[src/rtl/pipe_ctrl.sv]
// Hazard, flush and memory-wait controller for a five-stage in-order pipeline.
// Tracks EX/MEM writebacks for RAW stalls and freezes the back end on slow memory.
module pipe_ctrl #(
   parameter int unsigned MAX_WAIT = 15
) (
   input  logic       clk,
   input  logic       rst,
   input  logic       id_valid,
   input  logic [3:0] id_src1,
   input  logic [3:0] id_src2,
   input  logic       id_two_src,
   input  logic       id_wb_en,
   input  logic [3:0] id_dest,
   input  logic       id_mem_read,
   input  logic       ex_branch_taken,
   input  logic       mem_req,
   input  logic       mem_ready,
   output logic       stall_if,
   output logic       stall_id,
   output logic       flush_if_id,
   output logic       flush_id_ex,
   output logic       freeze,
   output logic       hazard,
   output logic       mem_err
);

   typedef enum logic [1:0] {
      IDLE = 2'd0,
      WAIT = 2'd1,
      ERR  = 2'd2
   } mem_state_e;

   localparam logic [7:0] LAST_CNT = 8'(MAX_WAIT - 1);

   mem_state_e state_q;
   logic [7:0] cnt_q;
   logic       mem_err_q;
   logic       br_pend_q;

   logic       ex_v_q, ex_wb_q, ex_mrd_q;
   logic [3:0] ex_dest_q;
   logic       mem_v_q, mem_wb_q, mem_mrd_q;
   logic [3:0] mem_dest_q;

   logic freeze_d;
   logic hazard_d;
   logic flush_d;
   logic stall_d;
   logic ex_hit, mem_hit;
   logic src1_hit, src2_hit;

   // The load flag travels with the slot for downstream use but gates nothing here.
   logic unused_mrd;
   assign unused_mrd = ex_mrd_q ^ mem_mrd_q;

   always_comb begin
      freeze_d = 1'b0;
      unique case (state_q)
         IDLE:    freeze_d = mem_req & ~mem_ready;
         WAIT:    freeze_d = ~mem_ready;
         default: freeze_d = 1'b1;
      endcase
   end

   assign ex_hit   = ex_v_q & ex_wb_q;
   assign mem_hit  = mem_v_q & mem_wb_q;
   assign src1_hit = (ex_hit & (ex_dest_q == id_src1)) | (mem_hit & (mem_dest_q == id_src1));
   assign src2_hit = (ex_hit & (ex_dest_q == id_src2)) | (mem_hit & (mem_dest_q == id_src2));
   assign hazard_d = id_valid & (src1_hit | (id_two_src & src2_hit));

   // A branch seen while frozen is remembered so it still flushes once the freeze lifts.
   assign flush_d  = (ex_branch_taken | br_pend_q) & ~freeze_d;
   assign stall_d  = (hazard_d & ~flush_d) | freeze_d;

   assign hazard      = hazard_d;
   assign freeze      = freeze_d;
   assign stall_if    = stall_d;
   assign stall_id    = stall_d;
   assign flush_if_id = flush_d;
   assign flush_id_ex = flush_d;
   assign mem_err     = mem_err_q;

   always_ff @(posedge clk or posedge rst) begin
      if (rst) begin
         state_q   <= IDLE;
         cnt_q     <= 8'd0;
         mem_err_q <= 1'b0;
      end else begin
         unique case (state_q)
            IDLE: begin
               if (mem_req && !mem_ready) begin
                  state_q <= WAIT;
                  cnt_q   <= 8'd0;
               end
            end
            WAIT: begin
               if (mem_ready) begin
                  state_q <= IDLE;
               end else if (cnt_q == LAST_CNT) begin
                  state_q   <= ERR;
                  mem_err_q <= 1'b1;
               end else begin
                  cnt_q <= cnt_q + 8'd1;
               end
            end
            ERR: begin
               mem_err_q <= 1'b1;
            end
            default: begin
               state_q <= IDLE;
            end
         endcase
      end
   end

   always_ff @(posedge clk or posedge rst) begin
      if (rst) begin
         br_pend_q <= 1'b0;
      end else if (freeze_d) begin
         br_pend_q <= br_pend_q | ex_branch_taken;
      end else begin
         br_pend_q <= 1'b0;
      end
   end

   always_ff @(posedge clk or posedge rst) begin
      if (rst) begin
         ex_v_q     <= 1'b0;
         ex_wb_q    <= 1'b0;
         ex_dest_q  <= 4'd0;
         ex_mrd_q   <= 1'b0;
         mem_v_q    <= 1'b0;
         mem_wb_q   <= 1'b0;
         mem_dest_q <= 4'd0;
         mem_mrd_q  <= 1'b0;
      end else if (!freeze_d) begin
         mem_v_q    <= ex_v_q;
         mem_wb_q   <= ex_wb_q;
         mem_dest_q <= ex_dest_q;
         mem_mrd_q  <= ex_mrd_q;
         if (stall_d || flush_d) begin
            ex_v_q    <= 1'b0;
            ex_wb_q   <= 1'b0;
            ex_dest_q <= 4'd0;
            ex_mrd_q  <= 1'b0;
         end else begin
            ex_v_q    <= id_valid;
            ex_wb_q   <= id_wb_en;
            ex_dest_q <= id_dest;
            ex_mrd_q  <= id_mem_read;
         end
      end
   end

endmodule

[config.mk]
export PLATFORM = sky130hd
export DESIGN_NAME = pipe_ctrl
export DESIGN_NICKNAME = d
export VERILOG_FILES = /design/src/rtl/pipe_ctrl.sv
export SDC_FILE = /design/constraint.sdc
export NUM_CORES = 1
export LEC_CHECK = 0
export CAP_MARGIN = 30
export CORE_UTILIZATION = 50
export CTS_CLUSTER_SIZE = 28
export DETAILED_ROUTE_END_ITERATION = 8
export PLACE_DENSITY = 0.79
export SETUP_SLACK_MARGIN = 0.4
export SLEW_MARGIN = 30
export SYNTH_ARGS = -nofsm -noshare
export SYNTH_HDL_FRONTEND = slang
export SYNTH_SLANG_ARGS = --single-unit
[constraint.sdc]
create_clock -name clk -period 1.84 [get_ports clk]
set_input_delay 0.184 -clock clk [delete_from_list [all_inputs] [get_ports clk]]
set_output_delay 0.184 -clock clk [all_outputs]
set_load 0.005 [all_outputs]
Word-level counts from Yosys, hierarchy flattened
Index checks and enable logic that the tools add are counted.
{ "word_totals": {"register_bits": 24, "out_inout_bits": 7, "input_bits": 21} }
{ "classes": {"bitwise": 20, "mux": 16, "add_sub_neg": 1, "n_eq_ne": 12, "reduce_logical": 9} }
{ "ops": {"columns": ["op", "count"], "rows": [
  ["2-to-1 mux 8 bit", 3],
  ["== test 4 bit", 4],
  ["one-hot mux 8 bit (2 select lines)", 1],
  ["bitwise AND 1 bit", 11],
  ["adder 8 x 1 -> 8 bit (second input constant)", 1],
  ["== test 8 x 4 -> 1 bit (second input constant)", 1],
  ["!= test 2 bit (second input constant)", 4],
  ["2-to-1 mux 2 bit", 3],
  ["one-hot mux 2 bit (3 select lines)", 1],
  ["AND reduction 3 bit", 2],
  ["2-to-1 mux 1 bit", 5],
  ["bitwise OR 1 bit", 5],
  ["2-to-1 mux 4 bit", 1],
  ["inverter 1 bit", 4],
  ["one-hot mux 1 bit (2 select lines)", 2],
  ["AND reduction 4 bit", 1],
  ["nonzero test 2 bit", 2],
  ["!= test 3 bit (second input constant)", 1],
  ["== test 2 x 1 -> 1 bit (second input constant)", 1],
  ["== test 2 bit (second input constant)", 1],
  ["zero test 2 bit", 1],
  ["logical AND 1 bit", 1],
  ["zero test 1 bit", 1],
  ["logical OR 1 bit", 1]
]} }

Logic depth before layout (Yosys ltp)
Gate-level depths: netlist of run 1.
{ "depth": {"word_depth": 10, "ltp_mapped": 8} }

Worst setup path after synthesis of run 1
Ideal clock, no wire load.
{ "synth_timing": {"path_type": "reg-to-output", "from": "register ex_dest_q[2]", "to": "output port stall_if", "path_buffers": 1, "path_stages_with_launch": 7, "slack_ns": 0.232, "arrival_ns": 1.424, "path_cell_list": "dfrtp_1 > xor2_1 > nor3_1 > a41oi_1 > a21boi_2 > a21o_1 > buf_4"} }
{ "synth_via": {"elab_chain_cells": 8, "word_cells_on_any_way": 11} }
{ "synth_rtl": {"columns": ["item", "line", "rtl"], "rows": [
  ["start: declaration", "41", "logic [3:0] ex_dest_q;"],
  ["start signal: assignment", "149", "ex_dest_q <= id_dest;"],
  ["== test 4 bit", "68", "assign src2_hit = (ex_hit & (ex_dest_q == id_src2)) | (mem_hit & (mem_dest_q == id_src2));"],
  ["bitwise AND 1 bit", "68", null],
  ["bitwise OR 1 bit", "68", null],
  ["bitwise AND 1 bit", "69", "assign hazard_d = id_valid & (src1_hit | (id_two_src & src2_hit));"],
  ["bitwise OR 1 bit *", "69", null],
  ["bitwise AND 1 bit *", "69", null],
  ["via hazard", "23", "output logic hazard,"],
  ["bitwise AND 1 bit *", "73", "assign stall_d = (hazard_d & ~flush_d) | freeze_d;"],
  ["bitwise OR 1 bit *", "73", null],
  ["end: declaration", "18", "output logic stall_if,"]
]} }
Mark *: on every way through the listed nets, which the timed path passes. The rest lies on a longest branch.

Final worst setup path of run 1
{ "layout_timing": {"from": "register ex_dest_q[2]", "to": "output port stall_if"} }
{ "layout_via": {"elab_chain_cells": 8, "word_cells_on_any_way": 11} }
{ "layout_rtl": {"columns": ["item", "line"], "rows": [
  ["== test 4 bit", "68"],
  ["bitwise AND 1 bit", "68"],
  ["bitwise OR 1 bit", "68"],
  ["bitwise AND 1 bit", "69"],
  ["bitwise OR 1 bit *", "69"],
  ["bitwise AND 1 bit *", "69"],
  ["bitwise AND 1 bit *", "73"],
  ["bitwise OR 1 bit *", "73"]
]} }
Every way passes the cells marked *; elsewhere a longest branch is shown, timed or not.

==> summary.txt, run 1 <==
Clk_lat worst skew: 0.32 ns
Mapped Area: 1300 um^2
Floorplan core area: 2480 um^2
Die Ht: 53.0 um
Failing checks: setup timing
Gp weighted congestion: 0.888
Initial core utilization: 52.5%
Yosys reg bits: 24
Layout cells sized above 1: 39.3%
Num CTS Buffers: 3
Post-Syn Area per Cell: 10.5 um^2
Largest net degree at the start of global routing: 25
Area delta synth->final: 52.1%
Top cell type's share of synthesized area: 46.2%
Reg2reg end: ex_dest_q[2]
Synthesis warning total: 0
GRT Overall Usage: 25.1%
Syn nets: 147
Die W: 53.0 um
GR Layer Usage met3: 3.45%
Area leader, netlist: dfrtp_1
Worst R2R Path Depth: 9
Power, Total: 1.24 mW
Post-synthesis cell type count: 34
Global-route wire length before repair: 4970 um
Core Rows: 18
GRT met2 Usage: 46.8%
Slew at the pin closest to its max-slew limit: 0.432 ns
Crit Path Class: flip-flop to primary output
Flop-to-flop setup slack: -0.02 ns
Post-Syn Instances: 124
Port bufs: 26
LEAKAGE: 0.922 nW
Unrepaired setup endpoints after global routing: yes
Min Tclk post-route: 2.19 ns
Max IR drop VDD: 0.730 mV
Worst Skew: 0.00431 ns
Final ANT Viol Nets: 0
Residual DRC: 0
Post-synthesis sequential area ratio: 46.2%
Top cells by area, synth: dfrtp_1 (46%), xor2_1 (11%), mux2_2 (4.3%), xnor2_1 (4.0%), nand2_1 (3.8%)
Met1 usage: 27.2%
Die Area: 2810 um^2
Buf+Inv Stages, Crit Path: 3
Layout Cells excl Fill: 213
Slowest stage delay, CP: 0.43 ns
Hold crit path type: input port to asynchronous set/reset pin
Status: finished, violations left
Worst-path maximum fanout: 2
# IOs: 28
GRT busiest layer: met2
Max-cap violation count: 0
Vias in the first global route: 1164
CTS Root Buffer Type: clkbuf_4
CTS tree: yes
Antenna Cells: 0
Crit end category: primary output
Clk slew on worst S/H paths: 0.13 ns
CTS Buffer Depth: 2
Final setup violation count: 10
RR Startpoint: ex_dest_q[2]
CTS H-tree depth: 1
DRT Pass-1 Iters: 4
WP data required: 1.66 ns
Max Clock Freq: 0.456 GHz
Hold Buf Count CTS: 0
Placed Instances: 191
DR iter-0 viols: 14
Final Hold Fails: 0
Slew HR: 71.0%
# clock sinks: 24
Pre-CTS setup slack: -0.444 ns
Via count: 1171
Routed wire length: 3610 um
# nets final: 207
Util after Layout: 79.9%
Final worst slack: -0.354 ns
Grt total ovfl: 0
CP Data Arrival Time: 2.01 ns
Top cell family by delay on the critical path: compound AO/OA/AOI/OAI gates
CP Launch Type: flip-flop
Slowest CP cell: dfrtp_1
Fin crit share: 119%
HPWL after DPL: 2170 um
Vias per inst: 5.50
Pwr Density: 627 nW/um^2
CP cell instances: buf_6, xor2_1, nor3_1, a41oi_2, a21boi_2, buf_4, a21o_1, buf_2
Initial antenna violation count: 0
Routed WL per cell: 16.9 um
Slew Limit Fails: 0
==> through the flow <==
step / setup TNS (ns) / hold WS, ns / cell area, um^2
after floorplan: 0 / 0.199 / 1300
after global placement: -1.16 / 0.451 / 1680
after detailed placement: -1.32 / 0.463 / 1680
after CTS: -0.822 / 0.192 / 1820
after global routing: -2.12 / 0.253 / 1980
final: -1.25 / 0.191 / 1980
==> area by class of cell <==
| type | instances | area, um^2 |
|---|---|---|
| inverters | 4 | 15.0 |
| fillers | 138 | 498 |
| repair buffers | 58 | 524 |
| well taps | 30 | 37.5 |
| flip-flops and latches | 24 | 602 |
| multi-input cells | 93 | 764 |
| clock buffers | 4 | 36.3 |
==> cell families (layout without fill, tap and decap cells) <==
| logic type | after synthesis | after routing | synth area share, % |
|---|---|---|---|
| simple gates | 45 | 45 | 18.5 |
| flops | 24 | 24 | 46.2 |
| fa+ha+maj | 2 | 2 | 1.92 |
| compound gates | 18 | 18 | 10.0 |
| buf+inv | 7 | 66 | 3.17 |
| xor+xnor | 22 | 22 | 14.8 |
| mux | 6 | 6 | 5.48 |
==> tightest hold or removal path, cell delays in order <==
cell	delay, ns
clkdlybuf4s50_1	0.39
inv_1	0.05
buf_4	0.29
==> power by group <==
part           switching (mW)  total (mW)  internal, mW
combinational           0.151       0.349         0.199
sequential             0.0443       0.612         0.567
clock                   0.159       0.280         0.121
total                   0.354        1.24         0.887
==> cell usage in the layout, fill, tap and decap left out, types with 2 or more instances in the layout <==
| master | count |
|---|---|
| and3_1 | 2 |
| buf_2 | 2 |
| buf_4 | 26 |
| buf_6 | 7 |
| clkbuf_4 | 3 |
| clkdlybuf4s50_1 | 22 |
| dfrtp_1 | 23 |
| inv_1 | 3 |
| mux2_4 | 6 |
| nand2_1 | 12 |
| nand3_1 | 2 |
| nand3_2 | 2 |
| nand4_1 | 4 |
| nor2_1 | 8 |
| nor2_2 | 2 |
| nor3_1 | 3 |
| nor4_1 | 2 |
| o21ai_2 | 8 |
| xnor2_1 | 6 |
| xor2_1 | 16 |
==> state kept, by name, indices dropped and copies added (netlist names) <==
signal      flops
state_q         2
mem_v_q         1
br_pend_q       1
cnt_q           8
ex_v_q          1
ex_wb_q         1
ex_dest_q       4
mem_err         1
mem_dest_q      4
mem_wb_q        1
==> timing repair <==
action                                  CTS  global route
gates resized for setup                  37            21
setup buffers                            10             8
endpoints found under the setup margin   19            27
pin swaps                                13            12
==> cell usage after synthesis <==
cell type and n:
and3_1 2, nor3_1 4, buf_4 2, o21a_1 1
dfrtp_1 24, xnor2_1 6, and2_1 1, a22o_2 1
nand2_1 13, nor2_1 9, nor4_1 2, a21oi_2 1
nand4_1 4, o21ai_0 7, a41oi_1 1, a21o_1 1
xor2_1 16, nand4b_1 1, a21boi_2 1, nor3_2 1
a31oi_1 1, nand3_1 4, or2_2 1, nor4_4 1
nor4b_1 1, mux2_4 1, mux2_2 5, o31ai_1 1
ha_1 2, nor2_2 1, buf_6 1, a41o_1 1
o21ai_2 2, inv_1 4
==> worst max-delay path by stage <==
stage | start | end | slack [ns] | cells past startpoint
2_1_floorplan | mem_dest_q[1] | stall_if | 0.24 | 6
3_3_place_gp | id_src1[2] | stall_id | -0.39 | 8
3_5_place_dp | id_src2[2] | stall_if | -0.44 | 8
4_1_cts | ex_dest_q[2] | stall_if | -0.28 | 8
5_1_grt | mem_dest_q[2] | stall_id | -0.48 | 8
6_report | ex_dest_q[2] | stall_if | -0.35 | 8
==> layer usage <==
layer / vias up / wire [um]
li1: 550 / -
met1: 580 / 1460
met2: 35 / 2010
met3: 6 / 91
met4: 0 / 47
met5: - / 0
(Power assumes the default switching activity.)
==> run 2, diff against run 1 <==
--- a/config.mk
+++ b/config.mk
@@ -6,6 +6,7 @@
 export NUM_CORES = 1
 export LEC_CHECK = 0
 export CAP_MARGIN = 30
+export CORE_MARGIN = 2
 export CORE_UTILIZATION = 50
 export CTS_CLUSTER_SIZE = 28
 export DETAILED_ROUTE_END_ITERATION = 8
==> run 2 against run 1 <==
Against the previous run: the run still ends with setup timing left; routed wire length fell by 2.3%; combinational power fell by 6.0%; first-iteration DRC count rose by 7.1%; die area rose by 7.7%; final cell count fell by 2.8%.
==> summary.txt, run 2 (synthesis results as in run 1) <==
Status: finished, violations left (unchanged)
Failing checks: setup timing (unchanged)
Antenna Cells: 0 (unchanged)
Vias per inst: 5.48 (was 5.50)
Final Hold Fails: 0 (unchanged)
Min Tclk post-route: 2.20 ns (was 2.19 ns)
Top cell family by delay on the critical path: compound AO/OA/AOI/OAI gates (unchanged)
Largest net degree at the start of global routing: 25 (unchanged)
Final Instance Area: 1920 um^2 (was 1980 um^2)
Area delta synth->final: 47.6% (was 52.1%)
# nets final: 202 (was 207)
Slew at the pin closest to its max-slew limit: 0.414 ns (was 0.432 ns)
Slew Limit Fails: 0 (unchanged)
Hold Buf Count CTS: 0 (unchanged)
CTS Root Buffer Type: clkbuf_4 (unchanged)
Initial core utilization: 52.5% (unchanged)
Placed Instances: 191 (unchanged)
Seq pwr share: 52.0% (was 49.3%)
Critical path depth: 7 (was 8)
Unrepaired setup endpoints after global routing: yes (unchanged)
Via count: 1135 (was 1171)
# clock sinks: 24 (unchanged)
Hold crit path type: input port to asynchronous set/reset pin (unchanged)
P_int: 0.824 mW (was 0.887 mW)
Die W: 55.0 um (was 53.0 um)
RR Startpoint: mem_dest_q[0] (was ex_dest_q[2])
Slew HR: 72.0% (was 71.0%)
Most frequent cells in the layout: dfrtp_1 (23), clkdlybuf4s50_1 (22), buf_4 (22), xor2_1 (16), nand2_1 (12) (was buf_4 (26), dfrtp_1 (23), clkdlybuf4s50_1 (22), xor2_1 (16), nand2_1 (12))
Die Area: 3030 um^2 (was 2810 um^2)
Residual DRC: 0 (unchanged)
DRT Pass-1 Iters: 4 (unchanged)
CTS tree: yes (unchanged)
Worst R2R Path Depth: 8 (was 9)
Crit Path Class: flip-flop to primary output (unchanged)
Clk slew on worst S/H paths: 0.12 ns (was 0.13 ns)
Global-route wire length before repair: 5130 um (was 4970 um)
Beginning of the critical path: mem_dest_q[0] (was ex_dest_q[2])
Util after Layout: 77.5% (was 79.9%)
Gp weighted congestion: 0.872 (was 0.888)
Most common cell after layout, fill and taps aside: dfrtp_1 (was buf_4)
Gate power share: 28.0% (was 28.2%)
Routed wire length: 3530 um (was 3610 um)
DR iter-0 viols: 15 (was 14)
Num CTS Buffers: 3 (unchanged)
LEAKAGE: 0.877 nW (was 0.922 nW)
Most flop-heavy register: cnt_q (unchanged)
Largest regs: cnt_q (8), ex_dest_q (4), mem_dest_q (4) (unchanged)
# IOs: 28 (unchanged)
Sw Share: 29.5% (was 28.5%)
Pre-CTS setup slack: -0.484 ns (was -0.444 ns)
Die Ht: 55.0 um (was 53.0 um)
Layout Cells excl Fill: 207 (was 213)
Max Clock Freq: 0.455 GHz (was 0.456 GHz)
Pwr Density: 609 nW/um^2 (was 627 nW/um^2)
Power, Total: 1.17 mW (was 1.24 mW)
CP Launch Type: flip-flop (unchanged)
Final ANT Viol Nets: 0 (unchanged)
Crit end category: primary output (unchanged)
Floorplan core area: 2480 um^2 (unchanged)
Slowest CP cell: dfrtp_1 (unchanged)
Fin crit share: 119% (about the same)
Max-cap violation count: 0 (unchanged)
Slowest stage delay, CP: 0.43 ns (about the same)
Final worst slack: -0.357 ns (was -0.354 ns)
Worst-path maximum fanout: 3 (was 2)
Core Rows: 18 (unchanged)
Placed cell areas: 1680 um^2 (unchanged)
Layout cells sized above 1: 39.5% (was 39.3%)
WP data required: 1.66 ns (about the same)
Max IR drop VDD: 0.644 mV (was 0.730 mV)
Clk_lat worst skew: 0.32 ns (about the same)
Final setup violation count: 6 (was 10)
CTS Buffer Depth: 2 (unchanged)
Sw Pwr: 0.345 mW (was 0.354 mW)
HPWL after DPL: 2300 um (was 2170 um)
Initial antenna violation count: 0 (unchanged)
Grt total ovfl: 0 (unchanged)
CP Data Arrival Time: 2.01 ns (about the same)
Routed WL per cell: 17.0 um (was 16.9 um)
Clk pwr share: 19.9% (was 22.6%)
GRT Overall Usage: 24.5% (was 25.1%)
Worst Skew: 0.00258 ns (was 0.00431 ns)
Vias in the first global route: 1131 (was 1164)
CTS H-tree depth: 1 (unchanged)
Buf+Inv Stages, Crit Path: 2 (was 3)
Port bufs: 26 (unchanged)
Largest register FFs: 8 (unchanged)
CP cell instances: xor2_1, nor3_1, a31oi_2, a21boi_2, buf_4, a21o_1, buf_2 (was buf_6, xor2_1, nor3_1, a41oi_2, a21boi_2, buf_4, a21o_1, buf_2)
-- run 2: cell type report --
type	instances	area (um^2)
timing repair buffer	53	474
sequential	24	602
tap	30	37.5
multi-input combinational	93	769
inverter	4	15.0
clock buffer	3	22.5
fill	161	557
-- run 2: power groups by stage --
stage | clock network [mW] | logic, mW | registers (mW)
4_1_cts | 0.234 | 0.300 | 0.606
3_5_place_dp | 0 | 0.253 | 0.621
2_1_floorplan | 0 | 0.128 | 0.614
6_report | 0.233 | 0.328 | 0.608
3_3_place_gp | 0 | 0.242 | 0.620
5_1_grt | 0.264 | 0.352 | 0.612
-- run 2: final timing paths --
check | end | slack (ns)
max | stall_if | -0.36
min | cnt_q[4] | 0.18
max reg2reg | ex_dest_q[2] | -0.01
min reg2reg | mem_err | 0.51
max in group asynchronous | state_q[1] | 1.41
min in group clk | ex_wb_q | 0.42
-- run 2: timing repair --
action                                  4_1_cts  5_1_grt
gates cloned                                  0        0
endpoints found under the setup margin       19       27
pin swaps                                    17       13
buffers inserted                             10        3
resized for setup                            39       16
-- run 2: tightest hold or removal path, cell delays in order --
cell and delay, ns:
clkdlybuf4s50_1 0.39, inv_1 0.05, buf_4 0.28
-- run 2: stage by stage --
step,hold WS [ns],setup TNS [ns]
3_5_place_dp,0.464,-1.55
6_report,0.179,-1.07
5_1_grt,0.230,-1.65
2_1_floorplan,0.199,0
4_1_cts,0.195,-0.832
3_3_place_gp,0.451,-1.16
-- run 2: per-layer routing --
| layer | vias up | track usage [%] | wire length [um] | part of all wire [%] |
|---|---|---|---|---|
| li1 | 537 | - | - | - |
| met1 | 571 | 28.1 | 1360 | 39 |
| met2 | 19 | 44.6 | 2030 | 58 |
| met3 | 8 | 3.23 | 81 | 2.3 |
| met4 | 0 | 11.8 | 55 | 1.6 |
| met5 | - | 0 | 0 | 0 |
==> run 3, diff against run 2 <==
--- a/config.mk
+++ b/config.mk
@@ -10,6 +10,7 @@
 export CORE_UTILIZATION = 50
 export CTS_CLUSTER_SIZE = 28
 export DETAILED_ROUTE_END_ITERATION = 8
+export GPL_TIMING_DRIVEN = 0
 export PLACE_DENSITY = 0.79
 export SETUP_SLACK_MARGIN = 0.4
 export SLEW_MARGIN = 30
==> run 3 against run 2 <==
Against the previous run: the flow still finishes with violations (setup timing); sequential power grew 2%; fmax grew 0.88%; clock power grew 68%; critical path depth grew 1; sequential share of layout area is 1.6 points lower; sequential cell count unchanged; clock skew increased by 0.0026 ns; core utilization rose by 4.8 points; via count rose by 2.6%; worst hold slack improved by 0.033 ns; final cell count is 0.48% higher; critical path type unchanged; largest cell class unchanged.
==> summary.txt, run 3 (synthesis results as in run 1) <==
CTS H-tree depth: 1 (unchanged)
CP Launch Type: flip-flop (unchanged)
Power, Total: 1.36 mW (was 1.17 mW)
Crit Path Class: flip-flop to primary output (unchanged)
Final worst slack: -0.338 ns (was -0.357 ns)
Initial core utilization: 52.5% (unchanged)
Min Tclk post-route: 2.18 ns (was 2.20 ns)
Residual DRC: 0 (unchanged)
CP cell instances: xor2_1, nor3_1, a41oi_2, a21boi_2, a21o_1, buf_4, buf_6, buf_6 (was xor2_1, nor3_1, a31oi_2, a21boi_2, buf_4, a21o_1, buf_2)
Vias per inst: 5.60 (was 5.48)
# nets final: 202 (unchanged)
Core Rows: 18 (unchanged)
Initial antenna violation count: 0 (unchanged)
Status: finished, violations left (unchanged)
# IOs: 28 (unchanged)
Routed WL per cell: 18.7 um (was 17.0 um)
CP most frequent cell: buf_6
Slowest CP cell: dfrtp_2 (was dfrtp_1)
WP data required: 1.66 ns (about the same)
Hold crit path type: input port to asynchronous set/reset pin (unchanged)
Final Hold Fails: 0 (unchanged)
CTS Buffer Depth: 2 (unchanged)
Met1 usage: 24.3% (was 28.1%)
Clk_lat worst skew: 0.33 ns (was 0.32 ns)
Slowest stage delay, CP: 0.47 ns (was 0.43 ns)
Reg2reg end: ex_dest_q[0] (was ex_dest_q[2])
Worst-path maximum fanout: 4 (was 3)
GR Layer Usage met3: 3.23% (unchanged)
Final Instance Area: 2040 um^2 (was 1920 um^2)
Antenna Cells: 0 (unchanged)
Max-cap violation count: 0 (unchanged)
Layout cells sized above 1: 45.5% (was 39.5%)
Top cell family by delay on the critical path: compound AO/OA/AOI/OAI gates (unchanged)
# clock sinks: 24 (unchanged)
CP Data Arrival Time: 1.99 ns (was 2.01 ns)
RR Startpoint: ex_dest_q[2] (was mem_dest_q[0])
Max Clock Freq: 0.459 GHz (was 0.455 GHz)
Area delta synth->final: 56.7% (was 47.6%)
HPWL after DPL: 2110 um (was 2300 um)
Final ANT Viol Nets: 0 (unchanged)
Hold Buf Count CTS: 0 (unchanged)
Via count: 1165 (was 1135)
Buf+Inv Stages, Crit Path: 3 (was 2)
CTS tree: yes (unchanged)
Num CTS Buffers: 3 (unchanged)
GRT busiest layer: met2 (unchanged)
Crit end category: primary output (unchanged)
Routed wire length: 3890 um (was 3530 um)
Largest register FFs: 8 (unchanged)
Max IR drop VDD: 0.576 mV (was 0.644 mV)
Min Hold Slack: 0.211 ns (was 0.179 ns)
Die Ht: 55.0 um (unchanged)
Clk slew on worst S/H paths: 0.14 ns (was 0.12 ns)
Most frequent cells in the layout: dfrtp_1 (19), clkdlybuf4s50_1 (19), buf_4 (18), xor2_1 (14), buf_6 (13) (was dfrtp_1 (23), clkdlybuf4s50_1 (22), buf_4 (22), xor2_1 (16), nand2_1 (12))
Final setup violation count: 8 (was 6)
Die Area: 3030 um^2 (unchanged)
Flop-to-flop setup slack: -0.10 ns (was -0.01 ns)
Beginning of the critical path: ex_dest_q[2] (was mem_dest_q[0])
GRT met2 Usage: 46.8% (was 44.6%)
Placed cell areas: 1600 um^2 (was 1680 um^2)
Port bufs: 26 (unchanged)
Vias in the first global route: 1120 (was 1131)
Fin crit share: 118% (was 119%)
DRT Pass-1 Iters: 4 (unchanged)
Failing checks: setup timing (unchanged)
Critical path depth: 8 (was 7)
Slew Limit Fails: 0 (unchanged)
Grt total ovfl: 0 (unchanged)
Die W: 55.0 um (unchanged)
GRT Overall Usage: 24.2% (was 24.5%)
Global-route wire length before repair: 4970 um (was 5130 um)
Unrepaired setup endpoints after global routing: yes (unchanged)
Worst R2R Path Depth: 10 (was 8)
DR iter-0 viols: 16 (was 15)
Pwr Density: 665 nW/um^2 (was 609 nW/um^2)
CTS Root Buffer Type: clkbuf_4 (unchanged)
Most flop-heavy register: cnt_q (unchanged)
Largest regs: cnt_q (8), ex_dest_q (4), mem_dest_q (4) (unchanged)
Slew at the pin closest to its max-slew limit: 0.868 ns (was 0.414 ns)
Floorplan core area: 2480 um^2 (unchanged)
Gp weighted congestion: 0.886 (was 0.872)
Slew HR: 41.8% (was 72.0%)
Worst Skew: 0.00515 ns (was 0.00258 ns)
Largest net degree at the start of global routing: 25 (unchanged)
LEAKAGE: 0.888 nW (was 0.877 nW)
CP endpoint: stall_if (unchanged)
-- run 3: report_power, final --
| group | switching [mW] | leakage (nW) | internal (mW) |
|---|---|---|---|
| clock | 0.171 | 0.0279 | 0.221 |
| combinational | 0.153 | 0.551 | 0.192 |
| sequential | 0.0514 | 0.310 | 0.569 |
| total | 0.375 | 0.888 | 0.981 |
-- run 3: timing repair --
action / CTS / global route
pin swaps: 17 / 18
endpoints found under the setup margin: 27 / 24
buffers inserted: 11 / 13
gates resized for setup: 49 / 27
-- run 3: area by class of cell --
class | count | area [um^2]
multi-input cells | 93 | 833
flip-flops and latches | 24 | 607
inverters | 4 | 15.0
plain buffers | 3 | 30.0
clock buffers | 3 | 22.5
fillers | 134 | 438
repair buffers | 50 | 464
well taps | 30 | 37.5
clock inverters | 1 | 30.0
-- run 3: routing by layer --
metal / wire length [um] / part of all wire, %
met1: 1470 / 38
met2: 2180 / 56
met3: 89 / 2.3
met4: 143 / 3.7
met5: 0 / 0
-- run 3: worst min path at each step --
stage	slack, ns	to	startpoint
5_1_grt	0.26	cnt_q[5]	rst
3_3_place_gp	0.45	mem_err	mem_err
2_1_floorplan	0.20	br_pend_q	rst
6_report	0.21	cnt_q[2]	rst
3_5_place_dp	0.45	mem_err	mem_err
4_1_cts	0.36	cnt_q[2]	rst
-- run 3: through the flow --
step                utilization, %  cells  TNS, ns  setup slack [ns]
floorplan                        -    124        0             0.239
detailed placement            64.5    180    -2.78            -0.657
CTS                           72.7    195   -0.897            -0.362
global placement              64.5    180    -2.32            -0.614
global route                  82.3    208    -1.84            -0.403
finish                        82.3    208    -1.25            -0.338
